## src/rtl/cpu_pkg.sv

```systemverilog
// cpu_pkg: shared CPU types, instruction field positions and halt decode.
package cpu_pkg;
  typedef enum logic [1:0] {IDLE, FETCH, EXEC, HALTED} state_t;
  typedef enum logic [1:0] {PC_INC, PC_TGT, PC_RST} pc_sel_t;
  localparam int INSTR_W = 16;
  localparam logic [3:0] HALT_OP = 4'hF;
  localparam int CLASS_BIT = 15;
  localparam int OP_HI = 14;
  localparam int OP_LO = 11;
  localparam int FN_HI = 14;
  localparam int FN_LO = 6;
  function automatic logic is_halt(input logic [INSTR_W-1:0] w, input logic [3:0] op);
    return w[CLASS_BIT] && (w[OP_HI:OP_LO] == op);
  endfunction
endpackage

```

## src/rtl/pc_next_sel.sv

```systemverilog
// pc_next_sel: combinational next-PC mux (increment with wrap / target / restart).
module pc_next_sel import cpu_pkg::*; #(
  parameter int ADDR_W = 8,
  parameter logic [ADDR_W-1:0] RESET_PC = '0
) (
  input  logic [ADDR_W-1:0] i_pc,
  input  logic [ADDR_W-1:0] i_target,
  input  pc_sel_t           i_sel,
  output logic [ADDR_W-1:0] o_next
);
  assign o_next = (i_sel == PC_RST) ? RESET_PC :
                  (i_sel == PC_TGT) ? i_target : i_pc + ADDR_W'(1);
endmodule

```

## src/rtl/instr_fetch_seq.sv

```systemverilog
// instr_fetch_seq: PC owner and fetch/execute sequencer feeding the control unit.
module instr_fetch_seq #(
  parameter int ADDR_W = 8,
  parameter logic [ADDR_W-1:0] RESET_PC = '0,
  parameter logic [3:0] HALT_OP = cpu_pkg::HALT_OP
) (
  input  logic              clk,
  input  logic              rst,
  input  logic              run,
  input  logic              stall,
  output logic [ADDR_W-1:0] im_addr,
  input  logic [15:0]       im_data,
  output logic [15:0]       instr,
  output logic              instr_valid,
  input  logic              branch,
  input  logic              imadd_sl,
  input  logic              cond_flag,
  input  logic [ADDR_W-1:0] branch_target,
  output logic [ADDR_W-1:0] pc,
  output logic              halted,
  output logic [15:0]       retired
);
  import cpu_pkg::*;
  state_t r_state, w_next;
  logic [ADDR_W-1:0] r_pc, w_pc_next;
  logic [15:0] r_instr, r_retired;
  logic w_halt, w_redirect, w_pc_en, w_ret_inc, w_ret_clr;
  pc_sel_t w_sel;
  assign w_halt = is_halt(r_instr, HALT_OP);
  assign w_redirect = branch & (imadd_sl | cond_flag);
  always_ff @(posedge clk or posedge rst)
    if (rst) r_state <= IDLE;
    else r_state <= w_next;
  always_comb begin
    w_next = r_state;
    unique case (r_state)
      IDLE:    w_next = run ? FETCH : IDLE;
      FETCH:   w_next = EXEC;
      EXEC:    w_next = stall ? EXEC : (w_halt ? HALTED : FETCH);
      HALTED:  w_next = run ? FETCH : HALTED;
      default: w_next = IDLE;
    endcase
  end
  always_comb begin
    instr_valid = r_state == EXEC;
    halted = r_state == HALTED;
    w_ret_inc = (r_state == EXEC) && !stall;
    w_ret_clr = (r_state == HALTED) && run;
    w_pc_en = w_ret_inc || w_ret_clr;
    w_sel = (r_state == HALTED) ? PC_RST : (!w_halt && w_redirect) ? PC_TGT : PC_INC;
  end
  pc_next_sel #(.ADDR_W(ADDR_W), .RESET_PC(RESET_PC)) u_pc_next (
    .i_pc(r_pc), .i_target(branch_target), .i_sel(w_sel), .o_next(w_pc_next)
  );
  // the halt word is cleared as HALTED is entered so the decoder sees a NOP
  always_ff @(posedge clk or posedge rst)
    if (rst) begin
      r_pc <= RESET_PC;
      r_instr <= '0;
      r_retired <= '0;
    end else begin
      if (w_pc_en) r_pc <= w_pc_next;
      r_instr <= (r_state == FETCH) ? im_data : (w_next == HALTED) ? '0 : r_instr;
      r_retired <= w_ret_clr ? '0 : (w_ret_inc && r_retired != 16'hFFFF) ? r_retired + 16'd1 : r_retired;
    end
  assign im_addr = r_pc;
  assign pc = r_pc;
  assign instr = r_instr;
  assign retired = r_retired;
endmodule

```

## config.mk

```make
export PLATFORM = sky130hd
export DESIGN_NAME = instr_fetch_seq
export DESIGN_NICKNAME = d
export VERILOG_FILES = /design/src/rtl/cpu_pkg.sv /design/src/rtl/pc_next_sel.sv /design/src/rtl/instr_fetch_seq.sv
export SDC_FILE = /design/constraint.sdc
export NUM_CORES = 1
export LEC_CHECK = 0
export ABC_AREA = 1
export BUFFER_PORTS_ARGS = -buffer_cell sky130_fd_sc_hd__buf_2
export CAP_MARGIN = 40
export CORE_MARGIN = 2
export CORE_UTILIZATION = 44
export DETAILED_ROUTE_END_ITERATION = 16
export PLACE_DENSITY = 0.71
export SETUP_SLACK_MARGIN = 0.4
export SLEW_MARGIN = 40
export SYNTH_ARGS = -nofsm -noshare
export SYNTH_HDL_FRONTEND = slang
export SYNTH_SLANG_ARGS = --single-unit
```

## constraint.sdc

```tcl
create_clock -name clk -period 2 [get_ports clk]
set_input_delay 0.1 -clock clk [delete_from_list [all_inputs] [get_ports clk]]
set_output_delay 0.1 -clock clk [all_outputs]
set_load 0.005 [all_outputs]
```

==> summary.md <==
| Metric | Value |
|---|---|
| Status | finished, final reports clean |
| Most numerous cell on the critical path | nor2_8 |
| Post-synth top flop | dfrtp_1 |
| CP peak stage delay | ~0.41 ns |
| CTS Sinks | 42 |
| Initial antenna violation count | 0 |
| Hold Fails Final Rpt | 0 |
| DR iter-0 viols | between 100 and 150 |
| Largest net degree at the start of global routing | 43 |
| Clock Latency Late Sink | between 0.2 and 0.3 ns |
| Placeable Area | 0.00551 mm^2 |
| DR WL/cell | about 12 um |
| Clock power share | 0.164 |
| Req. time, crit path | 2.22 ns |
| Post-layout util | 0.586 |
| Leading area contributor after synthesis | dfrtp_1 |
| All-Layer GR Usage | 0.193 |
| Max-cap violation count | 0 |
| Most numerous cell in the Yosys netlist | nand2_1 |
| Number of synthesized register bits | 42 |
| Gr busiest metal | met2 |
| Syn Area/Cell | approximately 7.7 um^2 |
| Drt pass-1 iters | 4 |
| Vias per cell | 4.86 |
| Main area contributors after synthesis | dfrtp_1 (42%), nand2_1 (15%), nand3_1 (7.4%), inv_1 (4.5%), o21ai_0 (3.0%) |
| Setup CP Type | reg2reg |
| Die height | ~80 um |
| Top-level port count | 81 |
| Slew @ Worst Pin | 0.534 ns |
| Syn Std Cell Area | roughly 0.0025 mm^2 |
| CP startpoint kind | flop |
| Top cell type's share of synthesized area | 0.417 |
| Worst slew margin | 0.644 |
| Layout cells sized above 1 | 0.347 |
| Worst path buffer plus inverter count | 2 |
| P per Cell Area | 1100 mW/mm^2 |
| Root cell of the clock tree | clkbuf_8 |
| Fillers | roughly 520 |
| Instance count of the mapped netlist | 329 |
| Nets | 453 |
| # setup viols final | 0 |
| CTS tree | done |
| Hold Crit Class | in2reg |
| Critical-path cell list | ha_4 -> nand3_4 -> inv_2 -> nand2_4 -> nor2_8 -> nor2_8 -> nor2_8 -> buf_12 -> nand2_1 -> o21ai_1 |
| Net switching power | roughly 1.5 mW |
| Worst hold start | im_data[4] |
| Flop pwr share | 0.385 |
| Total Wirelength | roughly 6.0 mm |
| CP endpoint | retired[9] |
| ANT nets after route | 0 |
| Htree depth | 2 |
| Initial Utilization | 0.457 |
| Internal power | approximately 2.0 mW |
| Path length in cells of the critical path | 10 |
| Reg2Reg Depth | 10 |
| F_max | 667 MHz |
| Worst vdd ir | roughly 0.60 mV |
| GR Overflow Total | 0 |
| Clk buf depth | 2 |
| Met3 GRT Util | 0.0385 |
| Critical path's top delay family | simple AND/OR/NAND/NOR gates |
| GP Congestion | approximately 0.81 |
| Max-slew violations | 0 |
| TNS Setup | 0 ns |
| First-pass GRT wire length | around 9.8 mm |
| Worst Setup End Kind | flop |
| Fin crit share | 0.750 |
| RSZ-0062 raised after global routing | true |
| Synth cell count leaders | nand2_1 (102), dfrtp_1 (42), nand3_1 (37), inv_1 (30), nor2_1 (19) |
| Reg-to-reg endpoint | retired[9] |
| WP data arrival | approximately 1.7 ns |
| Post-route DRC | 0 |
| GR Layer Usage met2 | 0.334 |
| Combinational Power Share | 0.452 |
| Buffers on Ports | 80 |
| Worst r2r src | retired[1] |
| Worst-path fanout max | 9 |
| Die width | 79.6 um |
| CP Launch Point | retired[1] |
| Reg clk slew, reported paths | 0.08 ns |
| Synth cell types | 33 |
| Area growth syn-to-layout | 28.2% |
| Switch share | 0.422 |
| Final Skew | just under 0.005 ns |
| Met1 usage | 0.243 |
| Vias in the first global route | 2223 |
| Via count | ~2400 |
| EDFF count, synth | 0 |
| Diode count | 0 |
| Die footprint | 0.00634 mm^2 |
| Placement Rows | 27 |
| Synth async-reset ratio | 1.00 |
| Min Tclk post-route | between 1 and 1.5 ns |
| Hpwl dp | approximately 4.2 mm |
| R2R Setup Slk | ~0.50 ns |
| Mapped Nets | 362 |
| Yosys warns | 0 |
| Register area share after synthesis | 0.417 |
| Pleak | roughly 1.8 nW |
| Slowest stage cell, crit path | dfrtp_1 |
| Inserted Clock Buffers | 5 |
## layer usage
layer  vias to the layer above  wire [um]  share of wire
li1                       1227          -              -
met1                      1107       2680           0.45
met2                        60       2980           0.50
met3                         4        283          0.047
met4                         0         48         0.0080
met5                         -          0              0
## metrics by stage
step	area, um^2	hold slack, ns	total power, mW	instances	setup WS (ns)
6_report	3230	0.00367	3.54	493	0.500
4_1_cts	3150	0.000387	3.51	488	0.404
5_1_grt	3230	0.00615	3.84	493	0.386
2_1_floorplan	2520	0.217	2.37	329	0.499
3_3_place_gp	2920	0.266	2.75	470	0.335
3_5_place_dp	2920	0.268	2.78	470	0.289
## logic make-up after synthesis
kind of cell,Yosys count,share of synthesized area
and+or+nand+nor,199,0.387
buffers and inverters,50,0.0979
DFF,42,0.417
AOI/OAI and AO/OA,34,0.0810
xor gates and xnor gates,2,0.00696
adders and majority gates,2,0.00994
## power groups by stage
stage,combinational (mW),sequential (mW),clock [mW]
final,1.60,1.36,0.580
after global routing,1.80,1.40,0.637
after CTS,1.57,1.34,0.595
after detailed placement,1.41,1.37,0
after global placement,1.38,1.36,0
after floorplan,1.02,1.35,0
## worst register-to-register path, cell delays in order (launching register included)
cell     delay [ns]
dfrtp_1        0.41
ha_4           0.19
nand3_4        0.08
inv_2          0.07
nand2_4        0.06
nor2_8         0.15
nor2_8         0.07
nor2_8         0.14
buf_12         0.14
nand2_1        0.05
o21ai_1        0.07
## worst min-delay path by stage
stage	endpoint	cells after the start
floorplan	instr[0]	2
global placement	instr[7]	3
detailed placement	instr[2]	3
CTS	instr[11]	3
global route	instr[14]	3
finish	instr[4]	3
## flip-flops by register name, summed over array words and instances (netlist names)
register / flops
r_state: 2
instr: 16
im_addr: 8
retired: 16
## cell type report
| type | instances | area [um^2] | share of cell area |
|---|---|---|---|
| Inverter | 36 | 140 | 0.0434 |
| Tap cell | 72 | 90.1 | 0.0279 |
| Sequential cell | 42 | 1060 | 0.328 |
| Multi-Input combinational cell | 237 | 1260 | 0.391 |
| Clock buffer | 6 | 82.6 | 0.0256 |
| Timing Repair Buffer | 98 | 581 | 0.180 |
| Clock inverter | 2 | 12.5 | 0.00388 |
## cells in the final DEF (no fill, tap or decap), drive strengths merged
master and count:
nand2 114, buf 90, dfrtp 42, nand3 39, inv 36, nor2 28, o21ai 23, nand4 8
dlygate4sd3 8, clkbuf 6, o21bai 4, a21oi 4, nor3 3, or2 3, and2 2, o22ai 2
xor2 2, ha 2, o211ai 1, nand3b 1, nor3b 1, clkinv 1, clkinvlp 1
## repair_timing
| action | 4_1_cts | 5_1_grt |
|---|---|---|
| resized for setup | 3 | 15 |
| pin swaps | 1 | 2 |
| hold endpoints to repair | 47 | 2 |
| setup endpoints to repair | 30 | 19 |
| buffers inserted | 4 | 3 |
| hold buffers | 6 | 2 |
Note: power is estimated with default switching activity, not from simulation.
